--- src/rtl/prog_sequencer.sv ---
// Program FIFO and step-clock generator for the 10-bit processor.
// Define PROG_SEQ_LOOP_EN to recycle popped words so the program repeats.
module prog_sequencer #(
    parameter int unsigned DEPTH    = 16,
    parameter int unsigned STEP_DIV = 5_000_000,
    parameter int unsigned PULSE_W  = 4
) (
    input  logic                       CLK50M,
    input  logic                       RSTn,
    input  logic [9:0]                 SW,
    input  logic                       load,
    input  logic                       step,
    input  logic                       run,
    input  logic                       done,
    output logic [9:0]                 D,
    output logic                       CLK_STEP,
    output logic [$clog2(DEPTH+1)-1:0] count,
    output logic                       full,
    output logic                       empty,
    output logic                       halt,
    output logic                       ovf
);

    localparam int unsigned PTR_W = $clog2(DEPTH);
    localparam int unsigned CNT_W = $clog2(DEPTH + 1);
    localparam int unsigned DIV_W = $clog2(STEP_DIV + 1);
    localparam int unsigned PW_W  = $clog2(PULSE_W + 1);

    localparam logic [CNT_W-1:0] CNT_DEPTH = CNT_W'(DEPTH);
    localparam logic [DIV_W-1:0] DIV_LAST  = DIV_W'(STEP_DIV - 1);
    localparam logic [PW_W-1:0]  PW_LAST   = PW_W'(PULSE_W - 1);

    typedef enum logic [1:0] {
        S_IDLE,
        S_RUN,
        S_PULSE,
        S_HALT
    } state_e;

    logic [2:0]       load_sync_q, step_sync_q, done_sync_q;
    logic             load_ev, step_ev, done_ev;

    logic [9:0]       mem_q [DEPTH];
    logic [PTR_W-1:0] rd_ptr_q, rd_ptr_d;
    logic [PTR_W-1:0] wr_ptr_q, wr_ptr_d;
    logic [CNT_W-1:0] count_q, count_d;
    logic             full_q, full_d;
    logic             empty_q, empty_d;
    logic             ovf_q, ovf_d;
    logic             push, pop, drain;

    state_e           state_q, ret_q;
    logic [DIV_W-1:0] div_q;
    logic [PW_W-1:0]  pw_q;
    logic             clk_step_q;
    logic             halt_q;

    // Bits [1:0] synchronize; bit 2 holds the previous synchronized level.
    always_ff @(posedge CLK50M or negedge RSTn) begin
        if (!RSTn) begin
            load_sync_q <= '0;
            step_sync_q <= '0;
            done_sync_q <= '0;
        end else begin
            load_sync_q <= {load_sync_q[1:0], load};
            step_sync_q <= {step_sync_q[1:0], step};
            done_sync_q <= {done_sync_q[1:0], done};
        end
    end

    assign load_ev = load_sync_q[1] & ~load_sync_q[2];
    assign step_ev = step_sync_q[1] & ~step_sync_q[2];
    assign done_ev = done_sync_q[1] & ~done_sync_q[2];

    always_comb begin
        push     = load_ev && !full_q;
        pop      = done_ev && !empty_q;
        rd_ptr_d = rd_ptr_q + PTR_W'(pop);
        count_d  = count_q;
        drain    = 1'b0;
`ifdef PROG_SEQ_LOOP_EN
        wr_ptr_d = wr_ptr_q + PTR_W'(push) + PTR_W'(pop);
        if (push) begin
            count_d = count_q + CNT_W'(1);
        end
`else
        wr_ptr_d = wr_ptr_q + PTR_W'(push);
        if (push && !pop) begin
            count_d = count_q + CNT_W'(1);
        end else if (pop && !push) begin
            count_d = count_q - CNT_W'(1);
        end
        drain = pop && !push && (count_q == CNT_W'(1));
`endif
        full_d  = (count_d == CNT_DEPTH);
        empty_d = (count_d == '0);
        ovf_d   = ovf_q | (load_ev & full_q);
    end

    always_ff @(posedge CLK50M or negedge RSTn) begin
        if (!RSTn) begin
            rd_ptr_q <= '0;
            wr_ptr_q <= '0;
            count_q  <= '0;
            full_q   <= 1'b0;
            empty_q  <= 1'b1;
            ovf_q    <= 1'b0;
        end else begin
            rd_ptr_q <= rd_ptr_d;
            wr_ptr_q <= wr_ptr_d;
            count_q  <= count_d;
            full_q   <= full_d;
            empty_q  <= empty_d;
            ovf_q    <= ovf_d;
        end
    end

`ifdef PROG_SEQ_LOOP_EN
    logic [PTR_W-1:0] wr_nxt;
    assign wr_nxt = wr_ptr_q + PTR_W'(1);

    // On a simultaneous load, the recycled word lands first and the new word right after it.
    always_ff @(posedge CLK50M) begin
        if (pop) begin
            mem_q[wr_ptr_q] <= mem_q[rd_ptr_q];
            if (push) begin
                mem_q[wr_nxt] <= SW;
            end
        end else if (push) begin
            mem_q[wr_ptr_q] <= SW;
        end
    end
`else
    always_ff @(posedge CLK50M) begin
        if (push) begin
            mem_q[wr_ptr_q] <= SW;
        end
    end
`endif

    always_comb begin
        D = empty_q ? '0 : mem_q[rd_ptr_q];
    end

    always_ff @(posedge CLK50M or negedge RSTn) begin
        if (!RSTn) begin
            state_q    <= S_IDLE;
            ret_q      <= S_IDLE;
            div_q      <= '0;
            pw_q       <= '0;
            clk_step_q <= 1'b0;
            halt_q     <= 1'b0;
        end else begin
            case (state_q)
                S_IDLE: begin
                    if (step_ev) begin
                        state_q    <= S_PULSE;
                        ret_q      <= S_IDLE;
                        pw_q       <= '0;
                        clk_step_q <= 1'b1;
                    end else if (run && !empty_q) begin
                        state_q <= S_RUN;
                        div_q   <= '0;
`ifdef PROG_SEQ_LOOP_EN
                    end else if (run) begin
                        state_q <= S_HALT;
                        halt_q  <= 1'b1;
`endif
                    end
                end
                S_RUN: begin
                    if (!run) begin
                        state_q <= S_IDLE;
                    end else if (drain) begin
                        state_q <= S_HALT;
                        halt_q  <= 1'b1;
                    end else if (div_q == DIV_LAST) begin
                        state_q    <= S_PULSE;
                        ret_q      <= S_RUN;
                        pw_q       <= '0;
                        div_q      <= '0;
                        clk_step_q <= 1'b1;
                    end else begin
                        div_q <= div_q + DIV_W'(1);
                    end
                end
                S_PULSE: begin
                    if (pw_q == PW_LAST) begin
                        clk_step_q <= 1'b0;
                        div_q      <= '0;
                        state_q    <= (ret_q == S_RUN && run) ? S_RUN : S_IDLE;
                    end else begin
                        pw_q <= pw_q + PW_W'(1);
                    end
                end
                S_HALT: begin
                    if (!run) begin
                        state_q <= S_IDLE;
                        halt_q  <= 1'b0;
                    end
                end
                default: begin
                    state_q <= S_IDLE;
                end
            endcase
        end
    end

    assign CLK_STEP = clk_step_q;
    assign count    = count_q;
    assign full     = full_q;
    assign empty    = empty_q;
    assign halt     = halt_q;
    assign ovf      = ovf_q;

endmodule

--- config.mk ---
export PLATFORM = sky130hd
export DESIGN_NAME = prog_sequencer
export DESIGN_NICKNAME = d
export VERILOG_FILES = /design/src/rtl/prog_sequencer.sv
export SDC_FILE = /design/constraint.sdc
export NUM_CORES = 1
export LEC_CHECK = 0
export CAP_MARGIN = 10
export CORE_ASPECT_RATIO = 0.5
export CORE_UTILIZATION = 65
export DETAILED_ROUTE_END_ITERATION = 10
export GPL_TIMING_DRIVEN = 0
export PLACE_DENSITY = 0.86
export SETUP_SLACK_MARGIN = 0.1
export SLEW_MARGIN = 20
export SYNTH_ARGS = -nofsm -noshare
export SYNTH_HDL_FRONTEND = slang
export SYNTH_SLANG_ARGS = --single-unit
--- constraint.sdc ---
create_clock -name CLK50M -period 3.6 [get_ports CLK50M]
set_clock_uncertainty 0.05 [all_clocks]
set_input_delay 0.54 -clock CLK50M [delete_from_list [all_inputs] [get_ports CLK50M]]
set_output_delay 0.54 -clock CLK50M [all_outputs]
set_load 0.02 [all_outputs]
==> out/metrics.yaml, run 1 <==
status: "completed"
core_area_mm2: 0.01355
synth_area_leaders: "edfxtp_1, dfrtp_1, mux4_2"
ant_nets: 0
worst_ep_arrival_time_ns: 2.82
viasPerCell: 6.662
root_buffer: "clkbuf_16"
critPathRequiredTime_ns: 3.01
layout_common_cells: "edfxtp_1, dfrtp_1, mux4_2, nand2_1"
layout.nets: 636
async_flop_share_pct: 25.93
synth_cells: 550
post_synth_num_cell_types: 60
die_area_mm2: 0.01442
worst_pin_slew_ns: 1.215
dr.pass1.iters: 5
synth_seq_cells: 216
yosysTopAreaCell: "edfxtp_1"
rsz0062_at_grt: "false"
final_area_mm2: 0.01030
fp.dieW_um: 168.8
cts_buffers: 19
setup_tns_ns: 0
path_clk_slew_ns: 0.06
synth.top_cell.area_share_pct: 53.13
dp_cells: 781
cp_max_fo: 10
period_share_pct: 94.76
rows: 30
routed_wl_um: 20700
endpoint_kind: "primary output"
drv_slew: 0
antenna_found_initial: 2
area_delta_synth_final_pct: 13.89
grt_pass1_wl_um: 31420
ioPinCount: 36
clock_latency_ns: 0.48
drt_iter0_drc: 750
criticalPathCategory: "flop to primary output"
gp_congestion: 0.9056
synth_seq_area_share_pct: 68.65
cts_max_path_buffers: 3
cts.sinks: 216
hold_viol: 0
hp-class: "input pin to async pin"
cts_hold_buf: 0
avgSynthCellArea_um2: 16.44
p_leak_nw: 3.529
synth_flop_cell: "edfxtp_1"
cts_htree_levels: 1
finalSetupViolCount: 0
fill_cells: 740
holdWs_ns: 0.06163
multiInputGateArea_mm2: 0.002645
maxCapViolCount: 0
vias: 5443
port_buffers: 35
post_cts_buffers: 0
overflow: 0
drive_gt1_share_pct: 19.26
placed_cell_area_mm2: 0.009696
grt_max_degree: 57
max_freq_ghz: 0.2931
tritoncts: "built"
grt_pass1_vias: 5157
powerDensity_mw_per_mm2: 746.6
regArea_mm2: 0.006207
final_common_cell: "edfxtp_1"
slew_headroom_pct: 18.71
syn_area_mm2: 0.009042
dieHeight_um: 85.40
synth_warnings: 0
start_kind: "flop"
wire_per_inst_um: 25.33
initial_core_util_pct: 66.73
drc: 0
synth_edf_count: 160
fin_cells: 817
fin_crit_ns: 3.411
worst_r2r_startpoint: "full$_DFF_PN0_"
peakVddDrop_mv: 0.3416
crit_path_start: "rd_ptr_q[0]$_DFF_PN0_"
syn_nets: 576
hpwl_um: 12940
grt_use_total_pct: 30.33
==> worst max-delay path, cell delays in order (launching register included) <==
cell and delay [ns]:
dfrtp_1 0.37, clkbuf_4 0.20, buf_8 0.18, mux4_2 0.58, mux4_2 0.52, nor2b_1 0.15, dlygate4sd2_1 0.34
==> Yosys cell counts, drive strengths merged, types with 2 or more instances <==
library cell	number
and3	2
nor2b	13
a31oi	3
mux4	50
ha	10
nand4	4
edfxtp	160
a2bb2oi	3
buf	16
o31ai	3
o2bb2ai	4
nand3b	2
or4	7
xnor2	5
or3	3
a41oi	2
and4	2
a22o	6
and2	2
o41ai	2
nand3	17
o21ai	27
a21oi	18
o22ai	3
xor2	3
nor3	10
nor4b	2
nand2	27
nor2	30
nor3b	2
clkbuf	10
inv	22
nand2b	5
nor4	6
or3b	2
dfrtp	55
a22oi	4
==> final timing paths <==
path	endpoint	slack, ns	cells past startpoint
worst max-delay path	D[3]	0.19	6
worst min-delay path	step_sync_q[0]$_DFF_PN0_	0.06	1
worst max register to register	mem_q[12][6]$_DFFE_PP_	0.93	4
worst min register to register	step_sync_q[1]$_DFF_PN0_	0.30	0
max in group asynchronous	halt$_DFFE_PN0P_	2.91	1
min in group CLK50M	step_sync_q[1]$_DFF_PN0_	0.30	0
==> sequential cells by signal, indices dropped and copies added, names as in the netlist <==
signal / cells
CLK_STEP: 1
count: 5
div_q: 23
done_sync_q: 3
empty: 1
full: 1
halt: 1
load_sync_q: 3
mem_q: 160
ovf: 1
pw_q: 3
rd_ptr_q: 4
ret_q: 1
state_q: 2
step_sync_q: 3
wr_ptr_q: 4
==> power by group <==
group / leakage (nW) / internal (mW) / total [mW] / switching, mW
sequential: 2.16 / 2.92 / 3.08 / 0.163
combinational: 1.10 / 1.25 / 2.76 / 1.51
clock: 0.268 / 1.00 / 1.85 / 0.847
total: 3.53 / 5.17 / 7.69 / 2.52
==> routing by layer <==
layer	vias up	wire length (µm)	GRT usage, %
met5	-	0	0
met4	0	395	6.777
met3	43	2317	7.369
met2	396	9849	48.50
met1	2733	8136	43.23
li1	2271	-	-
==> what timing repair did <==
item / CTS / global route
hold endpoints to repair: 0 / 0
endpoints found under the setup margin: 10 / 10
pin swaps: 0 / 0
resized for setup: 26 / 6
==> final cells by class <==
class,count,area share [%]
diodes,2,0.04860
plain buffers,26,1.835
clock buffers,28,5.042
clock inverters,6,0.2916
inverters,22,0.8018
multi-input cells,286,25.68
flip-flops and latches,216,60.27
well taps,192,2.333
repair buffers,39,3.693
==> through the flow <==
| stage | power, mW | setup slack, ns | util, % |
|---|---|---|---|
| floorplan | 4.885 | 1.092 | - |
| global placement | 5.693 | 0.1404 | 71.09 |
| finish | 7.689 | 0.1887 | 76.00 |
| CTS | 7.661 | 0.1135 | 75.80 |
| global route | 7.989 | 0.1116 | 75.96 |
| detailed placement | 5.829 | 0.1786 | 71.55 |
==> cell families (layout without fill, tap and decap cells) <==
kind of cell / after synthesis / after routing / synth area share [%]
xor gates and xnor gates: 8 / 8 / 0.7749
adders and majority gates: 10 / 10 / 1.384
and+or+nand+nor: 138 / 138 / 8.275
DFF: 216 / 216 / 68.65
buffers and inverters: 48 / 121 / 2.463
muxes: 51 / 51 / 12.58
AOI/OAI and AO/OA: 79 / 79 / 5.881
other: 0 / 2 / 0
(Power assumes the default switching activity.)
==> run 2: changes to the inputs <==
--- a/config.mk
+++ b/config.mk
@@ -5,12 +5,13 @@
 export SDC_FILE = /design/constraint.sdc
 export NUM_CORES = 1
 export LEC_CHECK = 0
-export CAP_MARGIN = 10
+export CAP_MARGIN = 20
 export CORE_ASPECT_RATIO = 0.5
-export CORE_UTILIZATION = 65
+export CORE_MARGIN = 1
+export CORE_UTILIZATION = 55
 export DETAILED_ROUTE_END_ITERATION = 10
 export GPL_TIMING_DRIVEN = 0
-export PLACE_DENSITY = 0.86
+export PLACE_DENSITY = 0.78
 export SETUP_SLACK_MARGIN = 0.1
 export SLEW_MARGIN = 20
 export SYNTH_ARGS = -nofsm -noshare
==> constraint.sdc (replaced) <==
create_clock -name CLK50M -period 3 [get_ports CLK50M]
set_clock_uncertainty 0.05 [all_clocks]
set_input_delay 0.45 -clock CLK50M [delete_from_list [all_inputs] [get_ports CLK50M]]
set_output_delay 0.45 -clock CLK50M [all_outputs]
set_load 0.02 [all_outputs]
==> out/metrics.yaml, run 2 (same netlist as run 1, synthesis figures left out) <==
ioPinCount: 36
hpwl_um: 12150
cts.sinks: 216
top_register: "mem_q"
drv_slew: 0
fin_cells: 851
tritoncts: "built"
fin_crit_ns: 3.164
grt_use_total_pct: 25.74
antenna_found_initial: 0
diodes: 0
routed_wl_um: 21090
wire_per_inst_um: 24.78
hp-class: "input pin to async pin"
dr.pass1.iters: 5
largest_register_ff_count: 160
fp.dieW_um: 183.3
fill_cells: 1037
layout.nets: 642
gp_congestion: 0.8501
root_buffer: "clkbuf_16"
worst_ep_arrival_time_ns: 2.66
powerDensity_mw_per_mm2: 932.9
viasPerCell: 6.241
finalSetupViolCount: 10
start_kind: "flop"
core_area_mm2: 0.01574
drt_iter0_drc: 600
drc: 0
endpoint_kind: "primary output"
overflow: 0
peakVddDrop_mv: 0.4547
final_area_mm2: 0.01057
worst_pin_slew_ns: 1.146
setup_tns_ns: -1.099
maxCapViolCount: 0
grt_pass1_vias: 5265
cp_max_fo: 10
cts_htree_levels: 1
cts_max_path_buffers: 3
vias: 5311
grt_max_degree: 56
hold_viol: 0
criticalPathCategory: "flop to primary output"
status: "complete, but fails checks"
violations: "negative setup slack"
clock_latency_ns: 0.52
port_buffers: 35
post_cts_buffers: 0
p_leak_nw: 3.657
initial_core_util_pct: 57.47
rows: 32
layout_setup_ws_ns: -0.1635
dieHeight_um: 92.67
max_freq_ghz: 0.3161
total_power_mw: 9.865
ant_nets: 0
area_delta_synth_final_pct: 16.94
layout_common_cells: "edfxtp_1, dfrtp_1, mux4_2, nor2_1, nand2_1"
slew_headroom_pct: 23.32
final_common_cell: "edfxtp_1"
dp_cells: 811
grt_pass1_wl_um: 31350
cts_buffers: 20
die_area_mm2: 0.01699
drive_gt1_share_pct: 22.38
critPathRequiredTime_ns: 2.50
rsz0062_at_grt: "true"
period_share_pct: 105.5
path_clk_slew_ns: 0.07
placed_cell_area_mm2: 0.009744
run 2: cell count changes in the layout (fill, tap and decap cells not counted), moves of 4 or more:
cell,previous run,this run
buf_4,4,11
buf_2,3,11
clkbuf_1,15,9
nor2_1,24,28
buf_12,0,5
buf_6,11,5
nor2_2,6,2
dlygate4sd2_1,10,0
run 2: final cells by class:
| cell class | count | area, µm² | area share [%] |
|---|---|---|---|
| Sequential cell | 216 | 6207 | 58.70 |
| Inverter | 22 | 82.58 | 0.7810 |
| Timing Repair Buffer | 44 | 451.7 | 4.272 |
| Buffer | 26 | 234.0 | 2.213 |
| Clock buffer | 26 | 563.0 | 5.325 |
| Multi-Input combinational cell | 286 | 2638 | 24.94 |
| Tap cell | 221 | 276.5 | 2.615 |
| Clock inverter | 10 | 121.4 | 1.148 |
run 2: stage by stage:
stage / hold slack [ns] / worst slack [ns] / utilization, %
6_report: 0.2334 / -0.1635 / 67.20
2_1_floorplan: 0.1044 / 0.4961 / -
3_3_place_gp: 0.2836 / -0.4334 / 61.45
4_1_cts: 0.2208 / -0.1420 / 66.79
3_5_place_dp: 0.1978 / -0.3328 / 61.93
5_1_grt: 0.2208 / -0.2161 / 67.20
run 2: worst paths after layout:
path / start / end / slack (ns) / cells past startpoint
setup / recovery: rd_ptr_q[0]$_DFF_PN0_ / D[0] / -0.16 / 6
hold / removal: RSTn / step_sync_q[0]$_DFF_PN0_ / 0.23 / 2
setup reg to reg: full$_DFF_PN0_ / mem_q[12][5]$_DFFE_PP_ / 0.30 / 4
hold reg to reg: load_sync_q[0]$_DFF_PN0_ / load_sync_q[1]$_DFF_PN0_ / 0.30 / 0
max in group asynchronous: RSTn / empty$_DFF_PN1_ / 2.16 / 3
min in group CLK50M: load_sync_q[0]$_DFF_PN0_ / load_sync_q[1]$_DFF_PN0_ / 0.30 / 0
run 2: timing repair:
action	4_1_cts	5_1_grt
cloned	1	2
hold buffers	1	0
hold endpoints to repair	55	0
setup endpoints to repair	10	10
resized for setup	70	8
run 2: metal layers:
layer / wire length [µm] / vias to the layer above / global-route usage [%] / part of all wire, %
li1: - / 2298 / - / -
met1: 8816 / 2662 / 35.97 / 42
met2: 9851 / 300 / 40.65 / 47
met3: 1814 / 51 / 6.410 / 8.6
met4: 606 / 0 / 7.500 / 2.9
met5: 0 / - / 0 / 0
run 2: critical path, cell delays in order, from the launching register on:
cell	delay [ns]
dfrtp_1	0.41
buf_12	0.19
buf_12	0.17
mux4_2	0.54
mux4_2	0.52
nor2b_2	0.19
buf_6	0.14
run 2: where the power goes:
| group | leakage [nW] | switching (mW) | internal (mW) |
|---|---|---|---|
| combinational | 1.16 | 1.84 | 1.65 |
| sequential | 2.16 | 0.201 | 3.50 |
| clock | 0.334 | 1.16 | 1.51 |
| total | 3.66 | 3.20 | 6.66 |
==> run 3: changes to the inputs <==
--- a/config.mk
+++ b/config.mk
@@ -9,11 +9,13 @@
 export CORE_ASPECT_RATIO = 0.5
 export CORE_MARGIN = 1
 export CORE_UTILIZATION = 55
+export CTS_CLUSTER_SIZE = 28
 export DETAILED_ROUTE_END_ITERATION = 10
 export GPL_TIMING_DRIVEN = 0
 export PLACE_DENSITY = 0.78
+export RECOVER_POWER = 100
 export SETUP_SLACK_MARGIN = 0.1
-export SLEW_MARGIN = 20
+export SLEW_MARGIN = 40
 export SYNTH_ARGS = -nofsm -noshare
 export SYNTH_HDL_FRONTEND = slang
 export SYNTH_SLANG_ARGS = --single-unit
==> out/metrics.yaml, run 3 (same netlist as run 1, synthesis figures left out) <==
overflow: 0
slew_headroom_pct: 25.98
min-delay-start: "load_sync_q[0]$_DFF_PN0_"
layout_common_cells: "edfxtp_1, dfrtp_1, mux4_2, nand2_1"
path_clk_slew_ns: 0.07
fp.dieW_um: 183.3
hold_viol: 0
layout.nets: 641
regArea_mm2: 0.006207
fill_cells: 1025
p_sw_share_pct: 31.97
drv_slew: 0
antenna_found_initial: 0
p_seq_share_pct: 38.6
max_freq_ghz: 0.3161
grt_pass1_wl_um: 29390
fin_crit_ns: 3.163
finalSetupViolCount: 10
crit_chain: "buf_8 -> clkbuf_16 -> mux4_2 -> mux4_2 -> nor2b_1 -> buf_2"
clockPowerShare_pct: 25.9
violations: "negative setup slack"
top_register: "mem_q"
cp_top_family: "multiplexers"
routed_wl_um: 19350
die_area_mm2: 0.01699
crit_path_start: "rd_ptr_q[0]$_DFF_PN0_"
final_common_cell: "edfxtp_1"
worst_r2r_startpoint: "full$_DFF_PN0_"
cp_slowest_stage_delay_ns: 0.58
grt_max_degree: 40
vias: 5234
critPathRequiredTime_ns: 2.50
initial_core_util_pct: 57.47
clock_latency_ns: 0.48
p_int_mw: 6.506
root_buffer: "clkbuf_16"
p_comb_share_pct: 35.5
largest_register_ff_count: 160
maxCapViolCount: 0
cp_num_buf_inv: 3
worst_ep_arrival_time_ns: 2.66
drt_iter0_drc: 538
powerDensity_mw_per_mm2: 913.4
cts_htree_levels: 1
multiInputGateArea_mm2: 0.002660
p_sw_mw: 3.058
core_area_mm2: 0.01574
peakVddDrop_mv: 0.4695
dieHeight_um: 92.67
final_area_mm2: 0.01047
hpwl_um: 12320
drive_gt1_share_pct: 22.52
status: "complete, but fails checks"
endpoint_kind: "primary output"
p_leak_nw: 3.593
drc: 0
dr.pass1.iters: 5
ant_nets: 0
criticalPathCategory: "flop to primary output"
start_kind: "flop"
wire_per_inst_um: 22.84
hp-class: "flop to flop"
worst_pin_slew_ns: 1.110
placed_cell_area_mm2: 0.009767
viasPerCell: 6.179
total_power_mw: 9.564
port_buffers: 35
cts.sinks: 216
rsz0062_at_grt: "true"
grt_use_total_pct: 23.66
cts_buffers: 19
setup_tns_ns: -1.194
holdWs_ns: 0.2988
period_share_pct: 105.4
tritoncts: "built"
rows: 32
gp_congestion: 0.8501
critPathSlowestCell: "mux4_2"
diodes: 0
layout_setup_ws_ns: -0.1631
cp_max_fo: 5
ioPinCount: 36
area_delta_synth_final_pct: 15.79
grt_pass1_vias: 5151
cts_max_path_buffers: 3
cp_common_cell: "mux4_2"
## run 3: through the flow
stage	instances	utilization, %	setup slack, ns
after floorplan	550	-	0.4961
after global placement	806	61.45	-0.4334
after detailed placement	811	62.07	-0.3296
after CTS	845	66.36	-0.1069
after global routing	847	66.54	-0.2158
final	847	66.54	-0.1631
## run 3: area by class of cell
class | count | area share [%]
multi-input combinational | 286 | 25.41
sequential | 216 | 59.29
inverter | 22 | 0.7887
clock inverter | 12 | 1.338
timing repair buffer | 44 | 3.693
tap | 221 | 2.641
clock buffer | 20 | 4.577
buffer | 26 | 2.271
## run 3: worst paths after layout
path | to | slack [ns] | cells past startpoint
worst max-delay path | D[6] | -0.16 | 6
worst min-delay path | load_sync_q[1]$_DFF_PN0_ | 0.30 | 0
worst max register to register | mem_q[2][2]$_DFFE_PP_ | 0.36 | 6
worst min register to register | load_sync_q[1]$_DFF_PN0_ | 0.30 | 0
max in group asynchronous | wr_ptr_q[3]$_DFF_PN0_ | 0.73 | 3
min in group asynchronous | step_sync_q[0]$_DFF_PN0_ | 0.65 | 2
## run 3: metal layers
metal,global-route usage (%),routed length [µm],vias to the layer above
met4,5.417,422,0
met1,33.25,8062,2662
met5,0,0,-
met2,37.01,9079,246
met3,6.921,1783,35
li1,-,-,2291
## run 3: power groups by stage
stage	clock, mW	sequential (mW)	combinational [mW]
global placement	0	3.73	3.17
finish	2.48	3.69	3.39
floorplan	0	3.76	2.11
detailed placement	0	3.74	3.27
CTS	2.51	3.68	3.31
global route	2.62	3.72	3.63
## run 3: worst register-to-register path, stage by stage (launching register included)
cell and delay (ns):
dfrtp_1 0.40, or3b_1 0.35, clkbuf_1 0.20, inv_1 0.20, nand3b_1 0.29, nor3_2 0.58, buf_4 0.29
## run 3: what timing repair did
item	CTS	global route
endpoints found under the setup margin	10	10
gates cloned	0	1
endpoints found under the hold margin	17	0
resized for setup	68	9
buffers inserted	1	1
hold buffers	1	0
pin swaps	0	0
